File: config.mk
export PLATFORM = sky130hd
export DESIGN_NAME = intra_edge_filter_strength_sel
export DESIGN_NICKNAME = d
export VERILOG_FILES = /design/src/rtl/intra_edge_filter_strength_sel.sv
export SDC_FILE = /design/constraint.sdc
export NUM_CORES = 1
export LEC_CHECK = 0
export ABC_CLOCK_PERIOD_IN_PS = 800
export CAP_MARGIN = 20
export CORE_MARGIN = 4
export CORE_UTILIZATION = 25
export CTS_BUF_LIST = sky130_fd_sc_hd__clkbuf_8
export DETAILED_ROUTE_END_ITERATION = 8
export PLACE_DENSITY_LB_ADDON = 0.12
export SETUP_SLACK_MARGIN = 0.15
export SLEW_MARGIN = 20
export SYNTH_ARGS = -nofsm -noshare
export SYNTH_HDL_FRONTEND = slang
export SYNTH_SLANG_ARGS = --single-unit
File: constraint.sdc
create_clock -name clk -period 0.8 [get_ports clk]
set_input_delay 0.2 -clock clk [delete_from_list [all_inputs] [get_ports clk]]
set_output_delay 0.2 -clock clk [all_outputs]
set_load 0.02 [all_outputs]
File: src/rtl/intra_edge_filter_strength_sel.sv
// AV1 intra edge filter strength selection: maps block size, smooth flag and
// angle delta to a 0..3 strength, registered once per clock.
module intra_edge_filter_strength_sel (
  input  logic       clk,
  input  logic       rst_n,
  input  logic [9:0] w,
  input  logic [9:0] h,
  input  logic [9:0] filterType,
  input  logic [9:0] delta,
  output logic [9:0] filter_strength
);

  localparam int unsigned DW  = 10;
  localparam int unsigned EW  = DW + 1;
  localparam int unsigned SW  = 2;

  logic [EW-1:0] w_delta_sx;
  logic [EW-1:0] w_d;
  logic [EW-1:0] w_blkwh;
  logic          w_smooth;
  logic [SW-1:0] w_strength;
  logic [SW-1:0] r_strength;

  // Magnitude is one bit wider so the most negative delta does not wrap.
  assign w_delta_sx = {delta[DW-1], delta};
  assign w_d        = delta[DW-1] ? (EW'(0) - w_delta_sx) : w_delta_sx;
  assign w_blkwh    = EW'(w) + EW'(h);
  assign w_smooth   = |filterType;

  // Thresholds are ascending within a class, so later matches override earlier ones.
  always_comb begin
    w_strength = SW'(0);
    if (!w_smooth) begin
      if (w_blkwh <= EW'(8)) begin
        if (w_d >= EW'(56)) w_strength = SW'(1);
      end else if (w_blkwh <= EW'(16)) begin
        if (w_d >= EW'(40)) w_strength = SW'(1);
      end else if (w_blkwh <= EW'(24)) begin
        if (w_d >= EW'(8))  w_strength = SW'(1);
        if (w_d >= EW'(16)) w_strength = SW'(2);
        if (w_d >= EW'(32)) w_strength = SW'(3);
      end else if (w_blkwh <= EW'(32)) begin
        if (w_d >= EW'(1))  w_strength = SW'(1);
        if (w_d >= EW'(4))  w_strength = SW'(2);
        if (w_d >= EW'(32)) w_strength = SW'(3);
      end else begin
        if (w_d >= EW'(1))  w_strength = SW'(3);
      end
    end else begin
      if (w_blkwh <= EW'(8)) begin
        if (w_d >= EW'(40)) w_strength = SW'(1);
        if (w_d >= EW'(64)) w_strength = SW'(2);
      end else if (w_blkwh <= EW'(16)) begin
        if (w_d >= EW'(20)) w_strength = SW'(1);
        if (w_d >= EW'(48)) w_strength = SW'(2);
      end else if (w_blkwh <= EW'(24)) begin
        if (w_d >= EW'(4))  w_strength = SW'(3);
      end else begin
        if (w_d >= EW'(1))  w_strength = SW'(3);
      end
    end
  end

  always_ff @(posedge clk or negedge rst_n) begin
    if (!rst_n) begin
      r_strength <= SW'(0);
    end else begin
      r_strength <= w_strength;
    end
  end

  assign filter_strength = {(DW - SW)'(0), r_strength};

endmodule

## Word level (Yosys, flattened, before mapping)

Index checks and enable logic that the tools add are counted.

| operators by class | value |
|---|---|
| add/subtract/negate cells | 2 |
| magnitude comparators | 14 |
| muxes and demuxes | 22 |
| reductions and logical operators | 1 |

Operators by type and width:

| operator | count |
|---|---|
| >= comparator 11 x 6 -> 1 bit (second input constant) | 4 |
| two-way mux 2 bit | 16 |
| >= comparator 11 x 5 -> 1 bit (second input constant) | 2 |
| less-or-equal comparator 11 x 5 -> 1 bit (second input constant) | 2 |
| adder 10 x 10 -> 11 bit | 1 |
| >= comparator 11 x 1 -> 1 bit (second input constant) | 1 |
| >= comparator 11 x 3 -> 1 bit (second input constant) | 1 |
| >= comparator 11 x 4 -> 1 bit (second input constant) | 1 |
| >= comparator 11 x 7 -> 1 bit (second input constant) | 1 |
| less-or-equal comparator 11 x 4 -> 1 bit (second input constant) | 1 |
| less-or-equal comparator 11 x 6 -> 1 bit (second input constant) | 1 |
| two-way mux 11 bit | 1 |
| subtractor 1 x 10 -> 11 bit (first input constant) | 1 |
| OR reduction 10 bit | 1 |
| two-way mux 1 bit | 5 |

| storage, ports and cells | value |
|---|---|
| flip-flop bits (word level) | 2 |
| output and inout port bits | 10 |
| logic and storage cells | 40 |

## Depth between registers and ports, before layout

Gate-level depths: netlist of run 1.

| depth | value |
|---|---|
| depth after elaboration | 11 |
| mapped depth | 9 |
| mapped depth without buffers | 9 |

## Worst setup path before layout of run 1

Ideal clock, no wire load.

| timing | value |
|---|---|
| path kind | input to register |
| from | in w[0] |
| to | reg r_strength[0] |
| setup time | 0.140 ns |
| arrival | 2.287 ns |
| required time | 0.660 ns |
| setup slack | -1.627 ns |
| stages | 9 |
| buffers on the path | 0 |
| cell sequence | ha_1 > fa_1 > xor2_1 > o32ai_1 > nor2_1 > a221oi_1 > nand2_2 > a221oi_1 > o311ai_1 |

| on the way | value |
|---|---|
| word-level cells in the longest chain between the ends | 7 |

RTL lines:

| what | RTL line | RTL |
|---|---|---|
| start, declared | 6 | `input logic [9:0] w,` |
| adder 10 x 10 -> 11 bit * | 27 | `assign w_blkwh = EW'(w) + EW'(h);` |
| less-or-equal comparator 11 x 6 -> 1 bit | 42 | `end else if (w_blkwh <= EW'(32)) begin` |
| two-way mux 2 bit | 42 |  |
| two-way mux 2 bit | 38 | `end else if (w_blkwh <= EW'(24)) begin` |
| two-way mux 2 bit | 36 | `end else if (w_blkwh <= EW'(16)) begin` |
| two-way mux 2 bit | 34 | `if (w_blkwh <= EW'(8)) begin` |
| two-way mux 2 bit * | 33 | `if (!w_smooth) begin` |
| named net w_strength[0] | 21 | `logic [SW-1:0] w_strength;` |
| end signal, assigned | 68 | `r_strength <= w_strength;` |
| end, declared | 22 | `logic [SW-1:0] r_strength;` |

The timed path passes the listed nets; every way through them passes the cells marked *.

## Final worst setup path of run 1

| timing | value |
|---|---|
| from | in h[2] |
| to | reg r_strength[0] |

| on the way | value |
|---|---|
| word-level cells in the longest chain between the ends | 7 |

RTL lines:

| what | RTL line | RTL |
|---|---|---|
| start, declared | 7 | `input logic [9:0] h,` |
| adder 10 x 10 -> 11 bit * | 27 |  |
| less-or-equal comparator 11 x 6 -> 1 bit | 42 |  |
| two-way mux 2 bit | 42 |  |
| two-way mux 2 bit | 38 |  |
| two-way mux 2 bit | 36 |  |
| two-way mux 2 bit | 34 |  |
| two-way mux 2 bit * | 33 |  |
| named net w_strength[0] | 21 |  |

Marked as above.

==> flow_summary_export.csv, run 1 <==
group,metric,value,unit
status,status,"complete, but fails checks",
status,violations,"setup timing",
worst_setup_path,path_max_fanout,6,
final_layout,antennaDiodeCount,0,
clock_network,root_buffer,"clkbuf_8",
drt,antenna_left,0,
place,detailed_place_hpwl,3.207,mm
floorplan,die_y,76.74,µm
grt,grt_pass1_vias,1716,
synth,yosys.area.top_type,"ha_1",
final_layout,areaGrowthSynthToFinish,112.3,%
sta,fin_crit,2.244,ns
final_layout,reg.largest.list,"r_strength (2)",
synth,yosys-top-cells-area,"ha_1 12%, a21oi_1 5.9%, buf_4 5.1%",
grt,grt-ovfl-total,0,
drt,route.detailed.drc,0,
drt,drt-pass1-iter-count,4,
sta,layout_setup_ws,-1.444,ns
final_layout,largest_register_ff_count,2,
floorplan,core_region_area,4474,µm²
drt,vias,1623,
synth,syn_inst,160,
synth,synthMostInstantiatedCell,"a21oi_1",
final_layout,utilization,0.5604,
final_layout,drive_gt1_frac,0.4981,
power,p_leak,1.029,nW
floorplan,pin_count,52,
grt,antenna_found_initial,0,
worst_setup_path,path_cells,"dlygate4sd2_1 -> ha_4 -> a21oi_2 -> nand4b_1 -> a21o_2 -> a2111oi_4 -> buf_4 -> nand2_2 -> a211oi_1 -> o311ai_2",
grt,grt_max_degree,9,
power,power.switching,876.9,µW
place,place_congestion,0.8367,
drt,drt_wl_total,4.176,mm
clock_network,holdBufCountCts,0,
sta,fmax,0.4457,GHz
sta,setup_viol,4,
power,seq_power_share,0.048,
synth,syn_avg_cell_area,7.382,µm²
worst_setup_path,slowest_delay,0.33,ns
power,clockPowerShare,0.177,
floorplan,fp.dieW,76.74,µm
worst_setup_path,cp-end-kind,"register",
clock_network,cts_tree,"yes",
synth,synth_top_area_share,0.1165,
final_layout,final_nets,315,
synth,ys_ff_latch,2,
final_layout,largest-register,"r_strength",
worst_setup_path,worst_ep_arrival_time,2.31,ns
clock_network,cts.sinks,2,
sta,rsz0062_at_grt,"true",
job,cap_violations,0,
worst_setup_path,critPathLaunch,"h[2]",
clock_network,htreeDepth,1,
power,intPower,1.291,mW
sta,hold_ws,0.1628,ns
sta,slew_viol_final,0,
synth,ys_top_cells_by_count,"14 x a21oi_1, 11 x ha_1, 10 x nor2_1, 10 x o21ai_0",
power,p_comb_frac,0.775,
grt,grt_pass1_wl,7.127,mm
drt,dr.first_iter.drc_count,55,
worst_hold_path,hold_path_class,"in -> async",
floorplan,start_util,0.2640,
worst_setup_path,slowest_stage,"a2111oi_4",
place,numPortBuffers,43,
drt,wl_per_cell,13.43,µm
power,sw_frac_of_total,0.4045,
floorplan,rows,24,
worst_setup_path,critical_path_class,"in -> reg",
clock_network,cts.path.max_buffers,2,
drt,vias_per_cell,5.219,
power,fin_total_pwr,2.168,mW
worst_setup_path,worstPathRequired,0.86,ns
sta,hold_viol,0,
synth,synth_edf_count,0,
synth,ys_warn_count,0,
power,power_density,864.6,nW/µm²
power,ir_drop,300.8,µV
synth,async_flop_share,1.000,
clock_network,numCtsBuffers,3,
clock_network,path_clk_slew,0.03,ns
sta,fin_crit_sh,2.805,
synth,ys_seq_area_frac,0.04237,
synth,ys.flop_type,"dfrtp_1",
grt,grt_use_total,0.1381,
worst_setup_path,crit_path_start_kind,"input port",
floorplan,die-area,5888,µm²
synth,synth_area,1181,µm²
synth,synth.distinct_cells,55,
==> cell usage in the layout, fill, tap and decap left out, types with 3 or more instances in the layout <==
| cell | count |
|---|---|
| nand3_1 | 8 |
| clkdlybuf4s15_1 | 8 |
| clkbuf_8 | 3 |
| dlygate4sd2_1 | 11 |
| nor2_1 | 7 |
| or3_4 | 3 |
| clkdlybuf4s50_1 | 16 |
| inv_1 | 9 |
| o21ai_1 | 3 |
| ha_4 | 9 |
| o21ai_2 | 5 |
| o211ai_1 | 4 |
| conb_1 | 8 |
| a21oi_2 | 5 |
| buf_4 | 53 |
| buf_6 | 7 |
| a21oi_1 | 9 |
| nand2_1 | 5 |
==> power by group through the flow <==
stage          Combinational, mW  Clock (mW)  Sequential [mW]
2_1_floorplan              0.704           0            0.107
3_3_place_gp                1.24           0            0.105
3_5_place_dp                1.26           0            0.105
4_1_cts                     1.60       0.392            0.104
5_1_grt                     1.83       0.405            0.104
6_report                    1.68       0.384            0.104
==> how the worst max path moves through the flow <==
stage	endpoint	slack, ns
finish	r_strength[0]$_DFF_PN0_	-1.44
global route	r_strength[0]$_DFF_PN0_	-1.60
CTS	r_strength[0]$_DFF_PN0_	-1.45
detailed placement	r_strength[0]$_DFF_PN0_	-2.11
global placement	r_strength[0]$_DFF_PN0_	-2.04
floorplan	r_strength[0]$_DFF_PN0_	-1.45
==> critical path: cells and delay by family <==
kind | cells | cell delay, ns
adder cells (fa/ha/maj) | 1 | 0.32
AO/OA/AOI/OAI | 5 | 1.03
buffers and inverters | 2 | 0.47
AND/OR/NAND/NOR | 2 | 0.28
==> layout make-up <==
type / instances / area, µm²
Fill cell: 417 / 1967
Timing Repair Buffer: 99 / 848.3
Sequential cell: 2 / 50.05
Tap cell: 52 / 65.06
Clock buffer: 3 / 41.29
Multi-Input combinational cell: 146 / 1469
Inverter: 9 / 33.78
==> repair_timing <==
item	4_1_cts	5_1_grt
pin swaps	36	10
setup endpoints to repair	4	4
buffers inserted	11	0
resized for setup	119	15
==> metal layers <==
| metal | track usage | part of all wire |
|---|---|---|
| met1 | 0.1641 | 0.44 |
| met2 | 0.2683 | 0.51 |
| met3 | 0.01991 | 0.047 |
| met4 | 0.01087 | 0.0012 |
| met5 | 0 | 0 |
==> through the flow <==
step	setup TNS [ns]	cells	cell area, µm²	setup slack (ns)
finish	-3.037	311	2507	-1.444
floorplan	-2.879	167	1242	-1.451
global placement	-4.613	297	2006	-2.035
CTS	-3.065	311	2441	-1.453
detailed placement	-4.777	297	2006	-2.115
global route	-3.291	311	2507	-1.598
==> cells by family (layout without fill, tap and decap cells) <==
| logic type | count (synthesis) | count (layout) | share of synthesized area |
|---|---|---|---|
| fa+ha+maj | 12 | 12 | 0.1335 |
| xor+xnor | 5 | 5 | 0.03708 |
| other cells | 1 | 8 | 0.003175 |
| flops | 2 | 2 | 0.04237 |
| compound gates | 63 | 63 | 0.4132 |
| simple gates | 58 | 58 | 0.2828 |
| buf+inv | 19 | 111 | 0.08792 |
No activity file was read; power rests on OpenSTA's default activity.
==> run 2, diff against run 1 <==
--- a/config.mk
+++ b/config.mk
@@ -11,7 +11,7 @@
 export CORE_UTILIZATION = 25
 export CTS_BUF_LIST = sky130_fd_sc_hd__clkbuf_8
 export DETAILED_ROUTE_END_ITERATION = 8
-export PLACE_DENSITY_LB_ADDON = 0.12
+export PLACE_DENSITY = 0.5
 export SETUP_SLACK_MARGIN = 0.15
 export SLEW_MARGIN = 20
 export SYNTH_ARGS = -nofsm -noshare
==> run 2 against run 1 <==
  * The run still ends with setup timing left
  * Sequential power about the same
  * Global-route usage increased by 0.44 points
  * Critical path depth increased by 1
  * Die area unchanged
  * Fmax increased by 0.38%
  * Critical endpoint unchanged
  * Largest cell class unchanged
  * Highest routed layer unchanged
==> flow_summary_export.csv, run 2 (synthesis results as in run 1) <==
group,metric,value,unit
floorplan,rows,24,
power,seq_power_share,0.045,
worst_setup_path,slowest_delay,0.40,ns
floorplan,fp.dieW,76.74,µm
drt,drt-pass1-iter-count,4,
sta,fin_crit,2.235,ns
clock_network,cts.path.max_buffers,2,
clock_network,cts_tree,"yes",
floorplan,pin_count,52,
worst_setup_path,cp_common_cell,"a221oi_4",
worst_setup_path,crit_path_start_kind,"input port",
worst_setup_path,worstPathRequired,0.87,ns
worst_setup_path,path_delay_family,"compound AO/OA/AOI/OAI gates",
drt,vias_per_cell,5.059,
drt,drt_wl_total,4.255,mm
grt,grt_max_degree,8,
final_layout,final_common_cell,"buf_4",
final_layout,multi_input_area,1478,µm²
sta,slew_viol_final,0,
floorplan,die-area,5888,µm²
grt,grt_use_total,0.1425,
final_layout,final_nets,325,
grt,antenna_found_initial,0,
final_layout,register_area,50.05,µm²
power,power.switching,928.0,µW
sta,setup_viol,4,
clock_network,root_buffer,"clkbuf_8",
floorplan,start_util,0.2640,
sta,rsz0062_at_grt,"true",
place,place_congestion,0.8535,
clock_network,holdBufCountCts,0,
worst_setup_path,cp-end-kind,"register",
worst_hold_path,hold_path_class,"in -> async",
final_layout,drive_gt1_frac,0.5613,
power,intPower,1.378,mW
drt,wl_per_cell,13.26,µm
grt,grt_pass1_vias,1757,
final_layout,largest_register_ff_count,2,
floorplan,core_region_area,4474,µm²
worst_setup_path,cp_num_buf_inv,3,
power,power_density,887.8,nW/µm²
clock_network,htreeDepth,1,
worst_setup_path,worst_ep_arrival_time,2.31,ns
clock_network,path_clk_slew,0.03,ns
sta,fmax,0.4474,GHz
drt,antenna_left,0,
status,violations,"setup timing",
grt,grt_pass1_wl,7.327,mm
job,cap_violations,0,
power,sw_frac_of_total,0.4024,
place,numPortBuffers,43,
final_layout,utilization,0.5805,
worst_setup_path,path_cells,"buf_8 -> buf_6 -> fa_2 -> buf_4 -> xor2_2 -> o32ai_4 -> nor2_4 -> a221oi_4 -> nand2_4 -> a221oi_4 -> o311ai_1",
final_layout,reg.largest.list,"r_strength (2)",
drt,vias,1624,
sta,hold_viol,0,
sta,hold_ws,0.1586,ns
sta,fin_crit_sh,2.794,
worst_setup_path,cp_num_cells,11,
power,p_leak,1.063,nW
worst_setup_path,critPathLaunch,"h[1]",
status,status,"complete, but fails checks",
worst_setup_path,slowest_stage,"fa_2",
worst_setup_path,critical_path_class,"in -> reg",
worst_setup_path,path_max_fanout,3,
power,clockPowerShare,0.166,
power,ir_drop,375.7,µV
final_layout,fillCellCount,397,
clock_network,cts.sinks,2,
sta,layout_setup_ws,-1.435,ns
clock_network,numCtsBuffers,3,
final_layout,largest-register,"r_strength",
drt,route.detailed.drc,0,
worst_setup_path,endpoint,"r_strength[0]$_DFF_PN0_",
final_layout,antennaDiodeCount,0,
power,p_comb_frac,0.789,
place,detailed_place_hpwl,3.251,mm
drt,dr.first_iter.drc_count,27,
final_layout,final_cell_mix,"59 x buf_4, 16 x clkdlybuf4s50_1, 12 x buf_6",
grt,grt-ovfl-total,0,
floorplan,die_y,76.74,µm
final_layout,areaGrowthSynthToFinish,119.9,%
-- run 2: cell types whose count changed in the layout (fill, tap and decap cells not counted), sizes merged --
cell           before  now
buf                62   74
clkbuf              3    7
clkdlybuf4s15       8    7
dlygate4sd2        11    7
dlymetal6s2s        2    1
-- run 2: worst min path at each step --
| stage | start | endpoint | cells past startpoint |
|---|---|---|---|
| after floorplan | rst_n | r_strength[0]$_DFF_PN0_ | 0 |
| after global placement | rst_n | r_strength[1]$_DFF_PN0_ | 1 |
| after detailed placement | rst_n | r_strength[1]$_DFF_PN0_ | 1 |
| after CTS | rst_n | r_strength[0]$_DFF_PN0_ | 1 |
| after global routing | rst_n | r_strength[0]$_DFF_PN0_ | 1 |
| final | rst_n | r_strength[0]$_DFF_PN0_ | 1 |
-- run 2: layer usage --
metal,wire length (µm),GRT usage,up-vias
li1,-,-,842
met1,1596,0.1401,750
met2,2489,0.3127,30
met3,153,0.01756,2
met4,16,0.01630,0
met5,0,0,-
-- run 2: power groups by stage --
stage | clock network, mW | logic [mW] | registers [mW]
after floorplan | 0 | 0.704 | 0.107
after global placement | 0 | 1.31 | 0.105
after detailed placement | 0 | 1.33 | 0.105
after CTS | 0.392 | 1.60 | 0.104
after global routing | 0.416 | 1.97 | 0.105
final | 0.382 | 1.82 | 0.104
-- run 2: metrics by stage --
stage               power (mW)  instance area, µm²  TNS, ns  instances  setup WS [ns]
finish                   2.306                2597   -3.045        321         -1.435
global route             2.493                2597   -3.188        321         -1.494
CTS                      2.094                2437   -3.026        316         -1.422
detailed placement       1.435                2073   -4.806        306         -2.105
global placement         1.415                2073   -4.658        306         -2.040
floorplan               0.8116                1242   -2.879        167         -1.451
-- run 2: what timing repair did --
| item | 4_1_cts | 5_1_grt |
|---|---|---|
| setup endpoints to repair | 4 | 4 |
| setup buffers | 7 | 5 |
| pin swaps | 42 | 26 |
| gates resized for setup | 123 | 38 |
| gates cloned | 0 | 0 |
-- run 2: cell type report --
class	count	share of cell area
inverter	9	0.01301
clock buffer	3	0.01590
multi-input combinational	146	0.5689
tap	52	0.02505
sequential	2	0.01927
timing repair buffer	109	0.3579
==> run 3, diff against run 2 <==
==> constraint.sdc (replaced) <==
create_clock -name clk -period 0.8 [get_ports clk]
set_input_delay 0.2 -clock clk [delete_from_list [all_inputs] [get_ports clk]]
set_output_delay 0.2 -clock clk [all_outputs]
set_load 0.1 [all_outputs]
==> run 3 against run 2 <==
  * The flow still finishes with violations (setup timing)
  * Sequential power about the same
  * Core utilization fell by 0.11 points
  * Non-clock buffer count is 4 higher
  * Combinational power increased by 5%
  * Sequential share of layout area is 0.29 points higher
  * Fmax is 0.95% higher
  * Worst hold slack got worse by 0.0051 ns
  * Critical path depth grew 1
  * Final area is 0.19% lower
  * Clock power up 2%
  * Final cell count is 1.2% higher
  * Wire length is 1.1% higher
  * Largest power group unchanged
==> flow_summary_export.csv, run 3 (synthesis results as in run 1) <==
group,metric,value,unit
status,status,"complete, but fails checks",
status,violations,"setup timing",
floorplan,fp.dieW,76.74,µm
final_layout,layout.cells.non_filler,325,
clock_network,cts.sinks,2,
drt,vias_per_cell,5.265,
job,cap_violations,0,
final_layout,antennaDiodeCount,0,
power,power_density,930.7,nW/µm²
worst_setup_path,worstPathRequired,0.91,ns
place,numPortBuffers,43,
floorplan,die-area,5888,µm²
power,sw_frac_of_total,0.4345,
floorplan,die_y,76.74,µm
grt,antenna_found_initial,0,
power,p_comb_frac,0.795,
clock_network,cts.path.max_buffers,2,
power,seq_power_share,0.044,
worst_setup_path,cp-end-kind,"register",
grt,grt_pass1_wl,7.679,mm
sta,fin_crit,2.214,ns
floorplan,start_util,0.2640,
final_layout,largest-register,"r_strength",
final_layout,areaGrowthSynthToFinish,119.5,%
final_layout,fillCellCount,388,
floorplan,core_region_area,4474,µm²
place,dp.cells,309,
place,post-place-ws,-2.107,ns
worst_setup_path,slowest_delay,0.42,ns
grt,grt_pass1_vias,1875,
power,fin_total_pwr,2.413,mW
drt,route.detailed.drc,0,
final_layout,final_nets,329,
worst_setup_path,slowest_stage,"fa_2",
power,p_leak,1.088,nW
sta,fmax,0.4516,GHz
grt,grt_max_degree,10,
grt,grt-ovfl-total,0,
sta,layout_setup_ws,-1.414,ns
final_layout,largest_register_ff_count,2,
clock_network,holdBufCountCts,0,
floorplan,rows,24,
sta,slew_viol_final,0,
drt,antenna_left,0,
floorplan,pin_count,52,
final_layout,drive_gt1_frac,0.5604,
sta,fin_crit_sh,2.768,
clock_network,htreeDepth,1,
place,place_congestion,0.8709,
final_layout,reg.largest.list,"r_strength (2)",
worst_setup_path,critical_path_class,"in -> reg",
worst_setup_path,path_delay_family,"compound AO/OA/AOI/OAI gates",
worst_setup_path,critPathLaunch,"w[1]",
clock_network,numCtsBuffers,3,
place,detailed_place_hpwl,3.373,mm
sta,hold_ws,0.1535,ns
worst_setup_path,cp_num_buf_inv,4,
final_layout,multi_input_area,1443,µm²
worst_setup_path,worst_ep_arrival_time,2.32,ns
drt,dr.first_iter.drc_count,39,
drt,wl_per_cell,13.23,µm
power,power.switching,1.048,mW
clock_network,root_buffer,"clkbuf_8",
clock_network,path_clk_slew,0.03,ns
power,ir_drop,463.1,µV
power,intPower,1.364,mW
power,clockPowerShare,0.161,
worst_setup_path,crit_path_start_kind,"input port",
drt,drt_wl_total,4.300,mm
clock_network,cts_tree,"yes",
final_layout,final_cell_mix,"63 x buf_4, 16 x clkdlybuf4s50_1, 11 x a21oi_1, 11 x buf_2",
final_layout,utilization,0.5794,
drt,vias,1711,
final_layout,final_common_cell,"buf_4",
worst_setup_path,cp_num_cells,12,
worst_hold_path,hold_path_class,"in -> async",
worst_setup_path,path_cells,"buf_8 -> buf_6 -> fa_2 -> buf_4 -> nand3_1 -> a21oi_1 -> nor2_2 -> a221oi_1 -> buf_4 -> a21oi_1 -> o31ai_1 -> o22ai_1",
grt,grt_use_total,0.1481,
drt,drt-pass1-iter-count,4,
sta,hold_viol,0,
sta,rsz0062_at_grt,"true",
final_layout,register_area,57.56,µm²
worst_setup_path,path_max_fanout,7,
sta,setup_viol,4,
==> run 3: cell types whose count changed in the layout (fill, tap and decap cells not counted), sizes merged <==
| cell | previous run | this run |
|---|---|---|
| dlymetal6s2s | 1 | 0 |
| clkdlybuf4s15 | 7 | 6 |
| dlygate4sd2 | 7 | 4 |
| clkbuf | 7 | 3 |
| buf | 74 | 87 |
==> run 3: worst max path at each step <==
stage	to	slack, ns
2_1_floorplan	r_strength[0]$_DFF_PN0_	-1.45
3_3_place_gp	r_strength[0]$_DFF_PN0_	-2.02
3_5_place_dp	r_strength[0]$_DFF_PN0_	-2.11
4_1_cts	r_strength[0]$_DFF_PN0_	-1.38
5_1_grt	r_strength[0]$_DFF_PN0_	-1.52
6_report	r_strength[1]$_DFF_PN0_	-1.41
==> run 3: final cells by class <==
class / count / area share
clock buffer: 3 / 0.01593
inverter: 9 / 0.01303
multi-input combinational: 146 / 0.5565
sequential: 2 / 0.02220
tap: 52 / 0.02510
timing repair buffer: 113 / 0.3673
==> run 3: power by group through the flow <==
stage	combinational [mW]	clock (mW)	sequential, mW
finish	1.92	0.389	0.106
global route	2.06	0.414	0.107
CTS	1.89	0.392	0.106
detailed placement	1.50	0	0.107
global placement	1.47	0	0.107
floorplan	0.834	0	0.119
==> run 3: repair_timing <==
action | 4_1_cts | 5_1_grt
buffers inserted | 13 | 0
endpoints found under the setup margin | 4 | 4
endpoints found under the hold margin | 0 | 0
resized for setup | 151 | 0
pin swaps | 40 | 3
==> run 3: metal layers <==
| layer | share of wire | global-route usage |
|---|---|---|
| met5 | 0 | 0 |
| met4 | 0.020 | 0.04167 |
| met3 | 0.040 | 0.01991 |
| met2 | 0.56 | 0.3057 |
| met1 | 0.38 | 0.1507 |
==> run 3: stage by stage <==
stage,TNS (ns),area [µm²]
global route,-3.535,2592
CTS,-3.243,2592
finish,-3.318,2592
detailed placement,-4.254,2123
floorplan,-2.879,1250
global placement,-4.066,2123
